==> src/rtl/cart_loader_if.sv <==
// Bus bundle between the download block, the console CPU cartridge port and cart_loader.
// The slave side is the loader; the master side is its environment.
interface cart_loader_if;
  logic        dl_active;
  logic [15:0] dl_size;
  logic [10:0] cpu_addr;
  logic [1:0]  cpu_bank;
  logic [12:0] ram_a;
  logic [7:0]  ram_q;
  logic        cpu_rst;
  logic        cart_valid;
  logic [1:0]  cart_mask;
  logic [7:0]  checksum;

  modport slave (
    input  dl_active, dl_size, cpu_addr, cpu_bank, ram_q,
    output ram_a, cpu_rst, cart_valid, cart_mask, checksum
  );

  modport master (
    output dl_active, dl_size, cpu_addr, cpu_bank, ram_q,
    input  ram_a, cpu_rst, cart_valid, cart_mask, checksum
  );
endinterface

==> src/rtl/cart_loader.sv <==
// Videopac cartridge loader: holds the CPU in reset during ROM download, checksums
// the loaded image, then maps banked CPU cartridge addresses onto the download RAM.
module cart_loader #(
  parameter logic [15:0] HOLD_CYCLES = 16'd1024
) (
  input  logic          clk,
  input  logic          reset_n,
  cart_loader_if.slave  bus
);

  typedef enum logic [2:0] {
    LOAD = 3'd0,
    SIZE = 3'd1,
    SCAN = 3'd2,
    HOLD = 3'd3,
    RUN  = 3'd4
  } state_t;

  state_t      state_r;
  logic        sync_s1_r;
  logic        sync_s2_r;
  logic        sync_s3_r;
  logic [15:0] hold_cnt_r;
  logic [13:0] scan_cnt_r;
  logic [13:0] size_r;
  logic [7:0]  acc_r;
  logic        rd_vld_r;
  logic        rd_last_r;
  logic        cpu_rst_r;
  logic        cart_valid_r;
  logic [1:0]  cart_mask_r;
  logic [7:0]  checksum_r;

  logic        rise_s;
  logic        fall_s;
  logic [13:0] clamp_size_s;
  logic [1:0]  mask_s;
  logic [12:0] ram_a_s;

  assign rise_s = sync_s2_r & ~sync_s3_r;
  assign fall_s = ~sync_s2_r & sync_s3_r;

  // Clamp the byte count to the 8 KB RAM and derive the bank mask from it.
  always_comb begin
    clamp_size_s = 14'd0;
    mask_s       = 2'b00;
    if (bus.dl_size > 16'd8192) begin
      clamp_size_s = 14'd8192;
    end else begin
      clamp_size_s = bus.dl_size[13:0];
    end
    if (clamp_size_s <= 14'd2048) begin
      mask_s = 2'b00;
    end else if (clamp_size_s <= 14'd4096) begin
      mask_s = 2'b01;
    end else begin
      mask_s = 2'b11;
    end
  end

  // RAM address: scan counter while checksumming, banked CPU mapping otherwise.
  always_comb begin
    ram_a_s = 13'd0;
    if (!reset_n) begin
      ram_a_s = 13'd0;
    end else if (state_r == SCAN) begin
      ram_a_s = scan_cnt_r[12:0];
    end else begin
      ram_a_s = {bus.cpu_bank & cart_mask_r, bus.cpu_addr};
    end
  end

  // Two-flop synchroniser for dl_active plus an edge-detect flop.
  always_ff @(posedge clk or negedge reset_n) begin
    if (!reset_n) begin
      sync_s1_r <= 1'b0;
      sync_s2_r <= 1'b0;
      sync_s3_r <= 1'b0;
    end else begin
      sync_s1_r <= bus.dl_active;
      sync_s2_r <= sync_s1_r;
      sync_s3_r <= sync_s2_r;
    end
  end

  // Load/scan/hold/run sequencer with registered CPU-side outputs.
  always_ff @(posedge clk or negedge reset_n) begin
    if (!reset_n) begin
      state_r      <= HOLD;
      hold_cnt_r   <= 16'd0;
      scan_cnt_r   <= 14'd0;
      size_r       <= 14'd0;
      acc_r        <= 8'h00;
      rd_vld_r     <= 1'b0;
      rd_last_r    <= 1'b0;
      cpu_rst_r    <= 1'b1;
      cart_valid_r <= 1'b0;
      cart_mask_r  <= 2'b00;
      checksum_r   <= 8'h00;
    end else if (rise_s) begin
      // A new download wins over everything, including a pending release.
      state_r      <= LOAD;
      cpu_rst_r    <= 1'b1;
      cart_valid_r <= 1'b0;
      rd_vld_r     <= 1'b0;
      rd_last_r    <= 1'b0;
    end else begin
      case (state_r)
        LOAD: begin
          cpu_rst_r    <= 1'b1;
          cart_valid_r <= 1'b0;
          if (fall_s) begin
            state_r <= SIZE;
          end else begin
            state_r <= LOAD;
          end
        end
        SIZE: begin
          cpu_rst_r  <= 1'b1;
          size_r     <= clamp_size_s;
          acc_r      <= 8'h00;
          scan_cnt_r <= 14'd0;
          rd_vld_r   <= 1'b0;
          rd_last_r  <= 1'b0;
          if (clamp_size_s == 14'd0) begin
            checksum_r   <= 8'h00;
            cart_valid_r <= 1'b0;
            cart_mask_r  <= 2'b00;
            hold_cnt_r   <= 16'd0;
            state_r      <= HOLD;
          end else begin
            cart_mask_r <= mask_s;
            state_r     <= SCAN;
          end
        end
        SCAN: begin
          cpu_rst_r <= 1'b1;
          if (scan_cnt_r < size_r) begin
            scan_cnt_r <= scan_cnt_r + 14'd1;
            rd_vld_r   <= 1'b1;
            rd_last_r  <= (scan_cnt_r == size_r - 14'd1);
          end else begin
            rd_vld_r  <= 1'b0;
            rd_last_r <= 1'b0;
          end
          // RAM data lags its address by one clock, so accumulate the flagged byte.
          if (rd_vld_r) begin
            acc_r <= acc_r + bus.ram_q;
            if (rd_last_r) begin
              checksum_r   <= acc_r + bus.ram_q;
              cart_valid_r <= 1'b1;
              hold_cnt_r   <= 16'd0;
              state_r      <= HOLD;
            end else begin
              state_r <= SCAN;
            end
          end else begin
            state_r <= SCAN;
          end
        end
        HOLD: begin
          if (hold_cnt_r == HOLD_CYCLES - 16'd1) begin
            cpu_rst_r <= 1'b0;
            state_r   <= RUN;
          end else begin
            cpu_rst_r  <= 1'b1;
            hold_cnt_r <= hold_cnt_r + 16'd1;
            state_r    <= HOLD;
          end
        end
        RUN: begin
          cpu_rst_r <= 1'b0;
          state_r   <= RUN;
        end
        default: begin
          cpu_rst_r  <= 1'b1;
          hold_cnt_r <= 16'd0;
          state_r    <= HOLD;
        end
      endcase
    end
  end

  assign bus.ram_a      = ram_a_s;
  assign bus.cpu_rst    = cpu_rst_r;
  assign bus.cart_valid = cart_valid_r;
  assign bus.cart_mask  = cart_mask_r;
  assign bus.checksum   = checksum_r;

endmodule

==> src/flat_wrapper.sv <==
// flat-port wrapper written by rule: the top's interface ports become plain ports
module cart_loader_flat 
#(
  parameter logic [15:0] HOLD_CYCLES = 16'd1024
)
  (clk, reset_n, bus_dl_active, bus_dl_size, bus_cpu_addr, bus_cpu_bank, bus_ram_q, bus_ram_a, bus_cpu_rst, bus_cart_valid, bus_cart_mask, bus_checksum);
  cart_loader_if bus_i ();
  input  logic clk;
  input  logic reset_n;
  input wire logic [$bits(bus_i.dl_active)-1:0] bus_dl_active;
  input wire logic [$bits(bus_i.dl_size)-1:0] bus_dl_size;
  input wire logic [$bits(bus_i.cpu_addr)-1:0] bus_cpu_addr;
  input wire logic [$bits(bus_i.cpu_bank)-1:0] bus_cpu_bank;
  input wire logic [$bits(bus_i.ram_q)-1:0] bus_ram_q;
  output wire logic [$bits(bus_i.ram_a)-1:0] bus_ram_a;
  output wire logic [$bits(bus_i.cpu_rst)-1:0] bus_cpu_rst;
  output wire logic [$bits(bus_i.cart_valid)-1:0] bus_cart_valid;
  output wire logic [$bits(bus_i.cart_mask)-1:0] bus_cart_mask;
  output wire logic [$bits(bus_i.checksum)-1:0] bus_checksum;
  assign bus_i.dl_active = bus_dl_active;
  assign bus_i.dl_size = bus_dl_size;
  assign bus_i.cpu_addr = bus_cpu_addr;
  assign bus_i.cpu_bank = bus_cpu_bank;
  assign bus_i.ram_q = bus_ram_q;
  assign bus_ram_a = bus_i.ram_a;
  assign bus_cpu_rst = bus_i.cpu_rst;
  assign bus_cart_valid = bus_i.cart_valid;
  assign bus_cart_mask = bus_i.cart_mask;
  assign bus_checksum = bus_i.checksum;
  cart_loader #(.HOLD_CYCLES(HOLD_CYCLES)) u_core (.clk(clk), .reset_n(reset_n), .bus(bus_i));
endmodule
==> config.mk <==
export PLATFORM = sky130hd
export DESIGN_NAME = cart_loader_flat
export DESIGN_NICKNAME = d
export VERILOG_FILES = /design/src/rtl/cart_loader_if.sv /design/src/rtl/cart_loader.sv /design/src/flat_wrapper.sv
export SDC_FILE = /design/constraint.sdc
export NUM_CORES = 1
export LEC_CHECK = 0
export ABC_AREA = 1
export BUFFER_PORTS_ARGS = -buffer_cell sky130_fd_sc_hd__buf_2
export CAP_MARGIN = 20
export CORE_ASPECT_RATIO = 1.25
export CORE_MARGIN = 2
export CORE_UTILIZATION = 41
export CTS_BUF_LIST = sky130_fd_sc_hd__clkbuf_2
export DETAILED_ROUTE_END_ITERATION = 12
export GPL_ROUTABILITY_DRIVEN = 0
export SYNTH_ARGS = -nofsm -noshare
export SYNTH_HDL_FRONTEND = slang
export SYNTH_SLANG_ARGS = --single-unit
export TNS_END_PERCENT = 1
==> constraint.sdc <==
create_clock -name clk -period 2.1 [get_ports clk]
set_input_delay 0.105 -clock clk [delete_from_list [all_inputs] [get_ports clk]]
set_output_delay 0.105 -clock clk [all_outputs]
set_load 0.02 [all_outputs]
# == Word-level counts from Yosys, hierarchy flattened ==
# Index checks and enable logic that the tools add are counted.
# word_totals
output_inout_bits,25
inputBits,40
reg_bits,72
# op_classes
n_lt_le_gt_ge,4
reduce_logical,12
n_mux,40
addsub,4
bitwise_logic,7
n_eq_ne,14
# ops
cell,count
2-to-1 mux 16 bit,4
case mux 16 bit (4 select lines),1
2-to-1 mux 8 bit,4
case mux 8 bit (2 select lines),2
2-to-1 mux 14 bit,2
case mux 14 bit (2 select lines),1
2-to-1 mux 13 bit,2
adder 16 x 1 -> 16 bit (second input constant),1
== test 16 x 10 -> 1 bit (second input constant),1
greater-than comparator 16 x 14 -> 1 bit (second input constant),1
case mux 3 bit (5 select lines),1
adder 14 x 1 -> 14 bit (second input constant),1
== test 14 bit,1
less-or-equal comparator 14 x 12 -> 1 bit (second input constant),1
less-or-equal comparator 14 x 13 -> 1 bit (second input constant),1
zero test 14 bit,1
less-than comparator 14 bit,1
2-to-1 mux 1 bit,14
subtractor 14 x 1 -> 14 bit (second input constant),1
!= test 3 x 1 -> 1 bit (second input constant),3
adder 8 bit,1
== test 3 x 2 -> 1 bit (second input constant),2
2-to-1 mux 2 bit,3
2-to-1 mux 3 bit,2
19 further kinds,29

# == Logic depth before layout (Yosys ltp) ==
# logic_depth
ltp_word,6
mapped_depth,15

# == Worst setup path before layout ==
# No wires, ideal clock.
# synth_timing
kind,register to output
start,register u_core.state_r[1]
end,output port bus_ram_a[11]
path_slack_ns,0.161
required_ns,1.995
path_buffers,2
t_arrival_ns,1.834
path_stages_with_launch,7
path_cell_list,dfstp_2 inv_1 nor3_4 buf_2 clkbuf_1 a21oi_1 a211oi_1
# synth_via
elab_chain_cells,3
# synth_lines
element,line_no,rtl
from (decl),cart_loader.sv:19,state_t state_r;
from (signal assigned),cart_loader.sv:89,state_r <= HOLD;
from (signal assigned),cart_loader.sv:102,state_r <= LOAD;
from (signal assigned),cart_loader.sv:113,state_r <= SIZE;
== test 3 x 2 -> 1 bit,cart_loader.sv:66,end else if (state_r == SCAN) begin
2-to-1 mux 13 bit,cart_loader.sv:66,
2-to-1 mux 13 bit,cart_loader.sv:64,if (!reset_n) begin
to (decl),flat_wrapper.sv:15,output wire logic [$bits(bus_i.ram_a)-1:0] bus_ram_a;
# No other way between the ends.

# == Worst setup path in the final report ==
# layout_timing
start,register u_core.state_r[1]
end,output port bus_ram_a[1]
# The elaborated chain is that of the path after synthesis.

==> flow_summary_export.csv <==
group,metric,value,unit
run_status,status,"finished, violations left",
run_status,violations,"negative setup slack",
timing,tns,-0.01092,ns
critical_path,reg2reg_from,"u_core.state_r[1]",
cts,cts_buffer_depth,2,
detailed_routing,m1WireLength,5615,um
critical_path,required,2.00,ns
critical_path,rrSetupSlack,0.04,ns
logic_synthesis,syn_area,0.005171,mm^2
cts,clock-sinks,72,
timing,fmax,473.7,MHz
cts,insertion_delay,0.55,ns
power,power_leakage,3.107,nW
detailed_routing,via_per_inst,5.006,
placement,post-dp-hpwl,9841,um
cts,cts_made_buffers,9,
global_routing,grt_max_degree,27,
critical_path,critPathArrivalTime,2.01,ns
critical_path,r2r_cells,10,
cells_and_area,drive_above_1_share,23.79,%
cells_and_area,multiInputGateArea,0.003018,mm^2
floorplan,io_pins,65,
floorplan,die_area,0.01353,mm^2
cells_and_area,seqCellArea,0.001805,mm^2
floorplan,die_w,104.5,um
global_routing,grt_pass1_wl,21820,um
cells_and_area,syn_to_final_growth,21.53,%
power,p_per_area,1195,mW/mm^2
timing,skew,0.05173,ns
detailed_routing,dr_wl_met2,7083,um
floorplan,initial_core_util,42.32,%
detailed_routing,num_vias,4866,
worst_hold_path,hold_path_end,"u_core.acc_r[0]",
detailed_routing,drc_errors,0,
detailed_routing,maxUsedRoutingLayer,"met4",
timing,period_share,100.5,%
detailed_routing,drt.antenna.violating_nets,0,
critical_path,cp_max_fo,5,
timing,hold_viol,0,
detailed_routing,drt_iter0_drc,292,
cells_and_area,nNetsFinal,867,
timing,worst_pin_slew,0.7604,ns
cts,cts_tree,"done",
cts,htree_num_levels,3,
floorplan,dieHeight,129.6,um
global_routing,antenna_found_initial,1,
cells_and_area,postLayoutCellArea,0.006285,mm^2
global_routing,grt_pass1_vias,4639,
detailed_routing,wl_met3,308,um
detailed_routing,wl_per_cell,13.88,um
critical_path,crit_type,"reg2out",
timing,slew_headroom,49.14,%
placement,dpl_cell_area,0.005748,mm^2
timing,setup_ws,-0.01092,ns
logic_synthesis,ys_seq_area_share,34.91,%
logic_synthesis,syn_avg_cell_area,7.462,um^2
critical_path,cp-start-kind,"register",
cts,clock-root-buffer,"clkbuf_2",
cts,path_clk_slew,0.21,ns
floorplan,core.rowCount,45,
logic_synthesis,synth_cells,693,
timing,final-setup-viol-count,1,
power,power.total,0.007513,W
logic_synthesis,yosys_warnings,0,
logic_synthesis,synth_fp_nets,758,
worst_hold_path,hp-class,"in2reg",
timing,rsz0062_at_grt,"true",
worst_hold_path,hold_start,"bus_ram_q[0]",
timing,fin_crit,2.111,ns
logic_synthesis,yosys_register_bits,72,
logic_synthesis,synth_cell_types,43,
power,vdd_drop_max,0.6870,mV
critical_path,crit-reg2reg-capture,"u_core.scan_cnt_r[8]",
timing,drv_slew,0,
placement,numPortBuffers,64,
global_routing,gr-usage-all-layers,20.14,%
detailed_routing,drt_wl_total,13500,um
cells_and_area,final_util,51.44,%
detailed_routing,drtPass1Iterations,4,
job,drv_cap,0,
critical_path,cp-end-kind,"output port",
floorplan,core,0.01222,mm^2
cells_and_area,fill_cells,1206,
global_routing,grt.overflow.total,0,
worst_hold_path,hold_depth,6,
## flip-flops by register name, indices dropped and copies added, names as in the netlist, 2 cells and up
register and cells:
u_core.bus.checksum 8, u_core.bus.cart_mask 2, u_core.acc_r 8, u_core.state_r 3, u_core.hold_cnt_r 16, u_core.scan_cnt_r 14
u_core.size_r 14
## how the worst max path moves through the flow
stage	slack (ns)	startpoint	to
4_1_cts	-0.09	u_core.state_r[1]	bus_ram_a[12]
2_1_floorplan	0.16	u_core.state_r[1]	bus_ram_a[11]
3_5_place_dp	0.14	u_core.state_r[1]	u_core.scan_cnt_r[2]
6_report	-0.01	u_core.state_r[1]	bus_ram_a[1]
3_3_place_gp	0.17	u_core.size_r[0]	u_core.rd_last_r
5_1_grt	-0.13	u_core.state_r[1]	u_core.scan_cnt_r[8]
## metrics by stage
step | hold slack, ns | worst slack, ns | cells
after floorplan | -0.1906 | 0.1614 | 693
after global placement | 0.06682 | 0.1680 | 925
after detailed placement | 0.06714 | 0.1414 | 925
after CTS | 0.005237 | -0.09107 | 963
after global routing | 0.03385 | -0.1283 | 972
final | 0.07827 | -0.01092 | 972
## cell families after synthesis
group	count (synthesis)	share of synthesized area [%]
simple gates	366	34.45
compound gates	105	11.30
xor+xnor	27	5.105
fa+ha+maj	25	6.194
buf+inv	98	8.033
flops	72	34.91
## Yosys cell counts (all sizes together)
| library cell | count | share of area (%) |
|---|---|---|
| nand2 | 182 | 15 |
| inv | 81 | 5.9 |
| nor2 | 80 | 6.4 |
| dfrtp | 69 | 33 |
| o21ai | 59 | 6.1 |
| nand3 | 52 | 5.6 |
| a21oi | 38 | 3.7 |
| nand4 | 30 | 3.6 |
| ha | 24 | 5.8 |
| xor2 | 19 | 3.2 |
| nor3 | 13 | 2.2 |
| buf | 12 | 1.7 |
| xnor2 | 6 | 1.0 |
| clkbuf | 5 | 0.39 |
| nor4 | 4 | 0.48 |
| a211oi | 3 | 0.44 |
| dfstp | 3 | 1.5 |
| or2 | 3 | 0.36 |
| o211ai | 2 | 0.29 |
| o41ai | 2 | 0.63 |
| xnor3 | 2 | 0.87 |
| a31oi | 1 | 0.12 |
| fa | 1 | 0.39 |
| nand3b | 1 | 0.15 |
| nor3b | 1 | 0.15 |
## repair_timing
| action | 4_1_cts | 5_1_grt |
|---|---|---|
| gates cloned | 1 | 2 |
| endpoints found under the hold margin | 87 | 0 |
| resized for setup | 11 | 34 |
| endpoints found under the setup margin | 13 | 38 |
| setup buffers | 3 | 6 |
| hold buffers | 18 | 0 |
| pin swaps | 1 | 6 |
## power by group
| part | internal [W] | switching, W | total [W] |
|---|---|---|---|
| clock | 0.000154 | 0.000502 | 0.000656 |
| sequential | 0.00171 | 0.000288 | 0.00200 |
| combinational | 0.00183 | 0.00302 | 0.00486 |
| total | 0.00370 | 0.00381 | 0.00751 |
## worst max-delay path, stage by stage (launching register included)
cell	delay, ns
dfstp_2	0.59
inv_2	0.05
nor3_4	0.12
buf_6	0.18
clkbuf_16	0.16
o21ai_0	0.07
a21oi_1	0.14
buf_4	0.16
## layer usage
metal / vias to the layer above / global-route usage, %
met5: - / 0
met4: 0 / 9.857
met3: 25 / 2.867
met2: 88 / 37.33
met1: 2252 / 22.74
li1: 2501 / -
## final cells by class
| class | instances | area share, % |
|---|---|---|
| Clock buffer | 11 | 0.8760 |
| Timing Repair Buffer | 115 | 13.76 |
| Tap cell | 164 | 3.265 |
| Inverter | 81 | 4.917 |
| Multi-Input combinational cell | 523 | 48.02 |
| Antenna cell | 1 | 0.03982 |
| Clock inverter | 5 | 0.3982 |
| Sequential cell | 72 | 28.73 |
## layout by cell type, fill, tap and decap left out, types with 3 or more instances in the layout
master | Yosys | final
dlygate4sd3_1 | 0 | 18
nor4_1 | 4 | 4
nor2_1 | 76 | 73
inv_2 | 10 | 10
xor2_1 | 19 | 19
xnor2_1 | 6 | 6
inv_1 | 70 | 69
nand2_2 | 28 | 29
nor3_4 | 4 | 4
o21ai_1 | 16 | 23
nor2_4 | 4 | 5
nor3_1 | 8 | 8
buf_2 | 7 | 51
a21oi_2 | 0 | 7
nand4_1 | 30 | 30
dfrtp_1 | 69 | 69
o21ai_0 | 41 | 32
a21oi_1 | 38 | 31
ha_1 | 24 | 24
buf_4 | 1 | 40
dfstp_2 | 3 | 3
nand3_1 | 49 | 49
nand2_1 | 149 | 148
nand2_4 | 4 | 3
clkbuf_2 | 1 | 11
No activity file was read; power rests on OpenSTA's default activity.
